`config.mk`:
```
export PLATFORM = sky130hd
export DESIGN_NAME = pc_circuit_flat
export DESIGN_NICKNAME = d
export VERILOG_FILES = /design/src/rtl/pc_circuit_pkg.sv /design/src/rtl/pc_circuit_if.sv /design/src/rtl/pc_circuit_pc_reg.sv /design/src/rtl/pc_circuit.sv /design/src/flat_wrapper.sv
export SDC_FILE = /design/constraint.sdc
export NUM_CORES = 1
export LEC_CHECK = 0
export ABC_AREA = 1
export CORE_MARGIN = 2
export CORE_UTILIZATION = 39
export CTS_BUF_LIST = sky130_fd_sc_hd__clkbuf_2
export CTS_CLUSTER_DIAMETER = 200
export CTS_CLUSTER_SIZE = 10
export DETAILED_ROUTE_END_ITERATION = 8
export GPL_ROUTABILITY_DRIVEN = 0
export PLACE_DENSITY_LB_ADDON = 0.05
export SLEW_MARGIN = 20
export SYNTH_ARGS = -nofsm -noshare
export SYNTH_HDL_FRONTEND = slang
export SYNTH_SLANG_ARGS = --single-unit
```
`constraint.sdc`:
```
create_clock -name CLK -period 0.8 [get_ports CLK]
set_input_delay 0.08 -clock CLK [delete_from_list [all_inputs] [get_ports CLK]]
set_output_delay 0.08 -clock CLK [all_outputs]
set_load 0.01 [all_outputs]
```
`src/rtl/pc_circuit_pkg.sv`:
```
// Shared constants and types for the program counter block.
// Widths and reset value live here so the register and mux stay consistent.
package pc_circuit_pkg;

  localparam int unsigned PC_WIDTH    = 16;
  localparam int unsigned LABEL_WIDTH = 11;
  localparam int unsigned PAGE_WIDTH  = PC_WIDTH - LABEL_WIDTH;

  localparam logic [PC_WIDTH-1:0] RESET_PC = 16'h0000;

  typedef enum logic {
    SRC_LOAD = 1'b0,
    SRC_JUMP = 1'b1
  } pc_src_e;

endpackage : pc_circuit_pkg

```
`src/rtl/pc_circuit_if.sv`:
```
// Update/readback bundle for the program counter.
// The controller drives the update request; the PC block returns Q.
interface pc_circuit_if;
  import pc_circuit_pkg::*;

  logic                   PC_E;
  logic                   ctrl_PC;
  logic [PC_WIDTH-1:0]    D;
  logic [LABEL_WIDTH-1:0] PC_label;
  logic [PC_WIDTH-1:0]    Q;

  modport master (
    output PC_E,
    output ctrl_PC,
    output D,
    output PC_label,
    input  Q
  );

  modport slave (
    input  PC_E,
    input  ctrl_PC,
    input  D,
    input  PC_label,
    output Q
  );

endinterface : pc_circuit_if

```
`src/rtl/pc_circuit_pc_reg.sv`:
```
// PC storage register: async active-high reset to RESET_PC, synchronous enable.
module pc_reg
  import pc_circuit_pkg::*;
(
  input  logic                clk,
  input  logic                rst,
  input  logic                en,
  input  logic [PC_WIDTH-1:0] d,
  output logic [PC_WIDTH-1:0] q
);

  always_ff @(posedge clk or posedge rst) begin
    if (rst) begin
      q <= RESET_PC;
    end else if (en) begin
      q <= d;
    end
  end

endmodule : pc_reg

```
`src/rtl/pc_circuit.sv`:
```
// Program counter with full load from D or page-relative jump to a label.
// No auto-increment: the PC only moves when PC_E is asserted.
module pc_circuit
  import pc_circuit_pkg::*;
(
  input  logic        CLK,
  input  logic        rst_n,
  pc_circuit_if.slave bus
);

  logic [PC_WIDTH-1:0] pc_q;
  logic [PC_WIDTH-1:0] pc_next;
  pc_src_e             src;

  assign src = pc_src_e'(bus.ctrl_PC);

  // A jump keeps the current page bits; the label never carries into them.
  always_comb begin
    pc_next = bus.D;
    if (src == SRC_JUMP) begin
      pc_next = {pc_q[PC_WIDTH-1:LABEL_WIDTH], bus.PC_label};
    end
  end

  pc_reg u_pc_reg (
    .clk (CLK),
    .rst (rst_n),
    .en  (bus.PC_E),
    .d   (pc_next),
    .q   (pc_q)
  );

  assign bus.Q = pc_q;

endmodule : pc_circuit

```
`src/flat_wrapper.sv`:
```
// flat-port wrapper written by rule: the top's interface ports become plain ports
module pc_circuit_flat import pc_circuit_pkg::*;
  (CLK, rst_n, bus_PC_E, bus_ctrl_PC, bus_D, bus_PC_label, bus_Q);
  pc_circuit_if bus_i ();
  input  logic CLK;
  input  logic rst_n;
  input wire logic [$bits(bus_i.PC_E)-1:0] bus_PC_E;
  input wire logic [$bits(bus_i.ctrl_PC)-1:0] bus_ctrl_PC;
  input wire logic [$bits(bus_i.D)-1:0] bus_D;
  input wire logic [$bits(bus_i.PC_label)-1:0] bus_PC_label;
  output wire logic [$bits(bus_i.Q)-1:0] bus_Q;
  assign bus_i.PC_E = bus_PC_E;
  assign bus_i.ctrl_PC = bus_ctrl_PC;
  assign bus_i.D = bus_D;
  assign bus_i.PC_label = bus_PC_label;
  assign bus_Q = bus_i.Q;
  pc_circuit u_core (.CLK(CLK), .rst_n(rst_n), .bus(bus_i));
endmodule
```
# Word-level counts from Yosys, hierarchy flattened
# Index checks and enable logic that the tools add are counted.
[classes]
n_addsub = 0
n_bitwise = 1
div = 0
multipliers = 0
magnitude_cmp = 0
n_eq_ne = 0
n_shift = 0
n_mux = 1
n_reduce_logical = 1
[ops]
columns = ["cell", "n"]
rows = [
  ["$mux W11", 1],
  ["$reduce_and A2 Y1", 1],
  ["$not A1 Y1", 1],
]
[word_totals]
latchBits = 0
register_bits = 16
output_inout_bits = 16
mem_bits_rw = 0
mem_count = 0
romBits = 0

# Depth between registers and ports, before layout
# Gate-level depths: netlist (run 1).
[depth]
word_depth = 2
ltp_mapped = 5

# Hierarchy
# From an unflattened synthesis (run 1), not the netlist that was laid out.
[unflattened]
hier_cells = 121
hier_area_um2 = 892.1
[by_module_without_submodules]
columns = ["module", "cells_each", "area_each_um2", "n_inst"]
rows = [
  ["pc_reg", 69, 648.1, 1],
  ["pc_circuit", 52, 244.0, 1],
]

# Worst setup path after synthesis (run 1)
# No wires, ideal clock.
[synth_timing]
path_kind = "register -> register"
from = "register, netlist name u_core.u_pc_reg.q[0]"
to = "register u_core.u_pc_reg.q[0]"
t_required_ns = 0.683
slack_ns = 0.180
setup_time_ns = 0.117
stages_incl_launch_ff = 3
arrival_time_ns = 0.503
path_buffers = 0
cell_sequence = "dfrtp_1 -> nand2_1 -> nand2_1"
[synth_lines]
columns = ["element", "line", "source"]
rows = [
  ["end signal: assignment", "pc_circuit_pc_reg.sv:14", "q <= RESET_PC;"],
  ["end signal: assignment", "pc_circuit_pc_reg.sv:16", "q <= d;"],
  ["end: declaration", "pc_circuit_pc_reg.sv:9", "output logic [PC_WIDTH-1:0] q"],
]

# Worst setup path in the final report (run 1)
[layout_timing]
from = "register u_core.u_pc_reg.q[7]"
to = "output port bus_Q[7]"
[layout_lines]
columns = ["element", "line", "source"]
rows = [
  ["end: declaration", "flat_wrapper.sv:11", "output wire logic [$bits(bus_i.Q)-1:0] bus_Q;"],
]
# No word-level cell between the ends.

==> results.sh, run 1 <==
export IMPL_outcome="finished, violations left"
export IMPL_violations="negative setup slack"
export IMPL_fin_nets=213
export IMPL_path_class="flop to output pin"
export IMPL_finalNonFillerCells=208
export IMPL_synth_top_cells_by_count="55 x nand2_1, 23 x inv_1, 16 x dfrtp_1, 16 x nand3_1, 3 x buf_4"
export IMPL_synth_fa_ha_area_frac=0
export IMPL_drv_slew=0
export IMPL_tightest_slew_ns=0.236
export IMPL_synth_top_cell_area_share=0.489
export IMPL_crit_chain="buf_2"
export IMPL_fin_ws_ns=-0.130
export IMPL_grt_setup_unrepaired="true"
export IMPL_overflow=0
export IMPL_drive_gt1_frac=0.254
export IMPL_syn_area_um2=820
export IMPL_largest_reg_flops=16
export IMPL_port_buffers=46
export IMPL_yosysTopAreaCell="dfrtp_1"
export IMPL_synthCells=117
export IMPL_min_period_ns=0.930
export IMPL_yosys_warnings=0
export IMPL_syn_nets=148
export IMPL_cts_tree="yes"
export IMPL_worst_path_max_delay_cell="dfrtp_1"
export IMPL_synth_compound_area_share=0
export IMPL_dp_hpwl_um=1570
export IMPL_coreArea_um2=1980
export IMPL_crit_path_max_incr_delay_ns=0.42
export IMPL_regMostFlops="u_core.u_pc_reg.q"
export IMPL_power_density_nw_per_um2=1390
export IMPL_rows=16
export IMPL_met3RoutedLength_um=121
export IMPL_antenna_left=0
export IMPL_die_area_um2=2480
export IMPL_clkSinkCount=16
export IMPL_leakage_nw=0.827
export IMPL_cp_required_ns=0.72
export IMPL_clock_latency_ns=0.28
export IMPL_layout_area_seq_um2=400
export IMPL_hold_buffers=0
export IMPL_yosys_area_share_simple=0.350
export IMPL_cts_htree_levels=1
export IMPL_top_layer="met4"
export IMPL_cts_root_buffer="clkbuf_2"
export IMPL_largestRegisters="u_core.u_pc_reg.q (16)"
export IMPL_die_h_um=49.8
export IMPL_drc=0
export IMPL_yosysMostFrequentCell="nand2_1"
export IMPL_grt_pass1_wl_um=3640
export IMPL_final_area_um2=1410
export IMPL_dp_slack_ns=-0.287
export IMPL_async_reset_ff_frac=1.00
export IMPL_routed_via_density=4.29
export IMPL_ir_worst_vdd_mv=0.852
export IMPL_area_delta_synth_final_pct=72.5
export IMPL_synth_edf_count=0
export IMPL_m1WireLength_um=896
export IMPL_finalSetupViolations=17
export IMPL_slew_headroom=0.842
export IMPL_fin_setup_tns_ns=-1.75
export IMPL_grt_max_degree=17
export IMPL_cp_top_family="flip-flops"
export IMPL_final_core_util=0.713
export IMPL_cp_max_fo=2
export IMPL_firstDrtPassIters=4
export IMPL_vias=892
export IMPL_ys_top_cells_by_area="dfrtp_1 49%, nand2_1 25%, inv_1 11%"
export IMPL_crit_arrival_ns=0.85
export IMPL_cap_violations=0
export IMPL_clock_fmax_mhz=1080
export IMPL_hp_class="input port to async pin"
export IMPL_synth_ff_type="dfrtp_1"
export IMPL_muxShareOfSynthArea=0
export IMPL_setup_worst_path_start_class="flop"
export IMPL_post_route_period_util=1.16
export IMPL_grt_usage=0.188
export IMPL_yosysUniqueCellTypes=8
export IMPL_wl_met2_um=1040
export IMPL_timing_hold_violations_final=0
export IMPL_diodes=0
export IMPL_drt_total_wl_um=2080
export IMPL_antenna_found_initial=0
export IMPL_synth_seq_area_share=0.489
export IMPL_dp_cells=195
export IMPL_crit_buf_inv=1
export IMPL_clkTransAtPathRegs_ns=0.16
export IMPL_multi_input_area_um2=302
export IMPL_fill_cells=171
export IMPL_ys_seq_elements=16
export IMPL_num_io_pins=47
export IMPL_dpl_instance_area_um2=1380
export IMPL_first_iter_violations=15
export IMPL_initial_core_util=0.414
export IMPL_die_x_um=49.8
export IMPL_cts_buffers=3
export IMPL_synth_xor_area_frac=0
export IMPL_synth_top_family_by_area="simple AND/OR/NAND/NOR gates"
export IMPL_max_clock_path_buffers=2
export IMPL_crit_path_end_kind="output pin"
export IMPL_synth_area_per_cell_um2=7.00
export IMPL_grt_pass1_vias=903
export IMPL_skew_ns=0
export IMPL_wl_per_cell_um=9.98
[metal layers]
metal / GRT usage / up-vias
met1: 0.228 / 395
li1: - / 464
met3: 0.0333 / 2
met5: 0 / -
met4: 0.0556 / 0
met2: 0.336 / 31
[repair_timing]
action	4_1_cts	5_1_grt
resized for setup	67	10
setup buffers	9	3
cloned	0	0
setup endpoints to repair	16	25
pin swaps	2	4
[cells in the final DEF, fill, tap and decap left out]
| master | netlist | final |
|---|---|---|
| clkinv_1 | 0 | 1 |
| buf_12 | 0 | 2 |
| buf_4 | 3 | 13 |
| inv_2 | 2 | 2 |
| buf_6 | 1 | 4 |
| nand2_2 | 0 | 6 |
| nand3_1 | 16 | 16 |
| buf_2 | 1 | 16 |
| dlymetal6s2s_1 | 0 | 1 |
| clkbuf_2 | 0 | 3 |
| dfrtp_1 | 16 | 16 |
| nand2_1 | 55 | 49 |
| clkdlybuf4s50_1 | 0 | 29 |
| inv_1 | 23 | 23 |
[worst paths after layout]
| kind | startpoint | end | slack, ns | depth (start not counted) |
|---|---|---|---|---|
| max in group asynchronous | rst_n | u_core.u_pc_reg.q[12] | 0.59 | 3 |
| min in group CLK | bus_PC_E | u_core.u_pc_reg.q[14] | 0.26 | 4 |
| min reg2reg | u_core.u_pc_reg.q[11] | u_core.u_pc_reg.q[11] | 0.49 | 2 |
| max reg2reg | u_core.u_pc_reg.q[8] | u_core.u_pc_reg.q[8] | -0.04 | 4 |
| max | u_core.u_pc_reg.q[7] | bus_Q[7] | -0.13 | 1 |
| min | rst_n | u_core.u_pc_reg.q[6] | 0.08 | 3 |
[metrics by stage]
stage | total power [mW] | hold WS, ns
floorplan | 1.19 | -0.00626
global placement | 1.60 | 0.407
detailed placement | 1.61 | 0.407
CTS | 1.97 | 0.0696
global route | 2.09 | 0.0939
finish | 1.96 | 0.0800
[where the power goes]
group / internal, mW / total [mW] / leakage (nW) / switching, mW
Clock: 0.109 / 0.360 / 0.0140 / 0.251
Sequential: 0.898 / 0.944 / 0.194 / 0.0457
Combinational: 0.384 / 0.657 / 0.619 / 0.273
Total: 1.39 / 1.96 / 0.827 / 0.570
[layout make-up]
type,count,area share
Timing Repair Buffer,65,0.400
Sequential cell,16,0.283
Multi-Input combinational cell,71,0.213
Inverter,25,0.0664
Tap cell,27,0.0239
Clock buffer,3,0.0106
Clock inverter,1,0.00265
[kinds of logic (layout without fill, tap and decap cells)]
group / after synthesis / count (layout)
flops: 16 / 16
buf+inv: 30 / 94
simple gates: 71 / 71
[worst reg2reg max path, cell delays in order, from the launching register on]
cell,delay (ns)
dfrtp_1,0.40
buf_4,0.13
buf_4,0.12
nand2_2,0.05
nand2_1,0.05
No activity file was read; power rests on OpenSTA's default activity.
==> run 2: changes to the inputs <==
CORE_UTILIZATION = 42   (was 39)
clock period = 1.18 ns   (was 0.8 ns; I/O delays follow)
==> run 2 against run 1 <==
Compared with the run above:
- the run now ends clean
- count of clock-buffer cells in the layout unchanged
- clock skew unchanged
- die area down 6.6%
- sequential share of layout area up 1.1 points
- design area down 3.8%
- total power down 35%
- routed wire length up 1.3%
- largest power group unchanged
- highest routed layer unchanged
==> results.sh, run 2 (synthesis gave the netlist of run 1 again) <==
export IMPL_outcome="finished clean"
export IMPL_finalPower_mw=1.27
export IMPL_port_buffers=46
export IMPL_drive_gt1_frac=0.0824
export IMPL_grt_max_degree=17
export IMPL_grt_pass1_vias=790
export IMPL_clock_latency_ns=0.29
export IMPL_largestRegisters="u_core.u_pc_reg.q (16)"
export IMPL_clkSinkCount=16
export IMPL_rows=15
export IMPL_num_io_pins=47
export IMPL_routed_via_density=4.48
export IMPL_grt_setup_unrepaired="false"
export IMPL_grt_usage=0.202
export IMPL_area_delta_synth_final_pct=66.0
export IMPL_worst_path_max_delay_cell="dfrtp_1"
export IMPL_cp_max_fo=2
export IMPL_dp_hpwl_um=1580
export IMPL_crit_path_end_kind="output pin"
export IMPL_fill_cells=146
export IMPL_overflow=0
export IMPL_cts_root_buffer="clkbuf_2"
export IMPL_clkPwrFrac=0.187
export IMPL_post_route_period_util=0.944
export IMPL_regToRegSetupSlack_ns=0.44
export IMPL_initial_core_util=0.460
export IMPL_timing_hold_violations_final=0
export IMPL_die_area_um2=2320
export IMPL_cts_htree_levels=1
export IMPL_crit_path_max_incr_delay_ns=0.42
export IMPL_internal_power_mw=0.899
export IMPL_crit_buf_inv=1
export IMPL_leakage_nw=0.785
export IMPL_antenna_left=0
export IMPL_crit_arrival_ns=1.00
export IMPL_die_h_um=48.2
export IMPL_firstDrtPassIters=4
export IMPL_die_x_um=48.2
export IMPL_combPwrFrac=0.308
export IMPL_clock_fmax_mhz=898
export IMPL_ir_worst_vdd_mv=0.538
export IMPL_fin_ws_ns=0.0660
export IMPL_worstReg2RegStart="u_core.u_pc_reg.q[4]"
export IMPL_fin_setup_tns_ns=0
export IMPL_tightest_slew_ns=0.213
export IMPL_hp_class="input port to async pin"
export IMPL_p_seq_frac=0.505
export IMPL_cts_tree="yes"
export IMPL_cp_top_family="flip-flops"
export IMPL_path_class="flop to output pin"
export IMPL_antenna_found_initial=0
export IMPL_holdWs_ns=0.118
export IMPL_wl_per_cell_um=10.8
export IMPL_dp_slack_ns=0.0419
export IMPL_coreArea_um2=1780
export IMPL_power_density_nw_per_um2=931
export IMPL_vias=873
export IMPL_netSwitchingPower_mw=0.367
export IMPL_fin_nets=203
export IMPL_crit_chain="dlygate4sd2_1"
export IMPL_regMostFlops="u_core.u_pc_reg.q"
export IMPL_skew_ns=0
export IMPL_grt_pass1_wl_um=3230
export IMPL_first_iter_violations=16
export IMPL_max_clock_path_buffers=2
export IMPL_reg2reg_depth=3
export IMPL_finalSetupViolations=0
export IMPL_drc=0
export IMPL_setup_worst_path_start_class="flop"
export IMPL_min_period_ns=1.11
export IMPL_switching_share=0.290
export IMPL_drv_slew=0
export IMPL_cts_buffers=3
export IMPL_diodes=0
export IMPL_layout_commonest_cell="nand2_1"
export IMPL_drt_total_wl_um=2100
export IMPL_slew_headroom=0.858
export IMPL_layout_common_cells="55 x nand2_1, 30 x clkdlybuf4s50_1, 23 x inv_1"
export IMPL_hold_buffers=0
export IMPL_cap_violations=0
export IMPL_largest_reg_flops=16
export IMPL_r2r_end="u_core.u_pc_reg.q[4]"
export IMPL_cp_required_ns=1.06
export IMPL_clkTransAtPathRegs_ns=0.15
-- run 2: cell types whose count changed in the layout (fill, tap and decap cells not counted), sizes merged --
cell | previous run | this run
clkdlybuf4s50 | 29 | 30
dlymetal6s2s | 1 | 0
dlygate4sd2 | 0 | 16
clkinv | 1 | 0
buf | 35 | 9
-- run 2: layout make-up --
| cell class | instances | area [um^2] | area share |
|---|---|---|---|
| tap | 25 | 31.3 | 0.0230 |
| clock buffer | 3 | 15.0 | 0.0110 |
| inverter | 25 | 93.8 | 0.0690 |
| sequential | 16 | 400 | 0.294 |
| multi-input combinational | 71 | 287 | 0.211 |
| timing repair buffer | 55 | 533 | 0.392 |
-- run 2: worst max path at each step --
stage,cells after the start,endpoint,slack (ns),startpoint
final,1,bus_Q[8],0.07,u_core.u_pc_reg.q[8]
after detailed placement,5,u_core.u_pc_reg.q[8],0.04,bus_ctrl_PC
after global routing,1,bus_Q[1],0.009,u_core.u_pc_reg.q[1]
after CTS,1,bus_Q[8],0.06,u_core.u_pc_reg.q[8]
after floorplan,4,u_core.u_pc_reg.q[0],0.53,bus_PC_E
after global placement,5,u_core.u_pc_reg.q[0],0.08,bus_ctrl_PC
-- run 2: what timing repair did --
action,CTS,global route
buffers inserted,2,0
endpoints found under the hold margin,0,0
gates resized for setup,16,0
endpoints found under the setup margin,16,0
-- run 2: power groups by stage --
stage	Combinational, mW	Clock (mW)	Sequential [mW]
2_1_floorplan	0.126	0	0.681
3_3_place_gp	0.417	0	0.651
3_5_place_dp	0.425	0	0.651
4_1_cts	0.394	0.243	0.639
5_1_grt	0.432	0.268	0.644
6_report	0.390	0.237	0.639
-- run 2: layer usage --
| metal | share of wire | wire length (um) | track usage | up-vias |
|---|---|---|---|---|
| met5 | 0 | 0 | 0 | - |
| met4 | 0.016 | 34 | 0.0811 | 0 |
| met2 | 0.48 | 1000 | 0.358 | 39 |
| met1 | 0.45 | 943 | 0.241 | 384 |
| met3 | 0.057 | 119 | 0.0333 | 4 |
| li1 | - | - | - | 446 |
-- run 2: per-stage QoR --
stage,utilization,area (um^2),std cells
2_1_floorplan,-,820,117
3_3_place_gp,0.757,1350,190
3_5_place_dp,0.757,1350,190
4_1_cts,0.763,1360,195
5_1_grt,0.763,1360,195
6_report,0.763,1360,195
-- run 2: worst register-to-register path, delay by kind of cell (launching register included) --
| family | cells | cell delay (ns) |
|---|---|---|
| AND/OR/NAND/NOR | 2 | 0.11 |
| flip-flops | 1 | 0.41 |
| buffers and inverters | 1 | 0.13 |
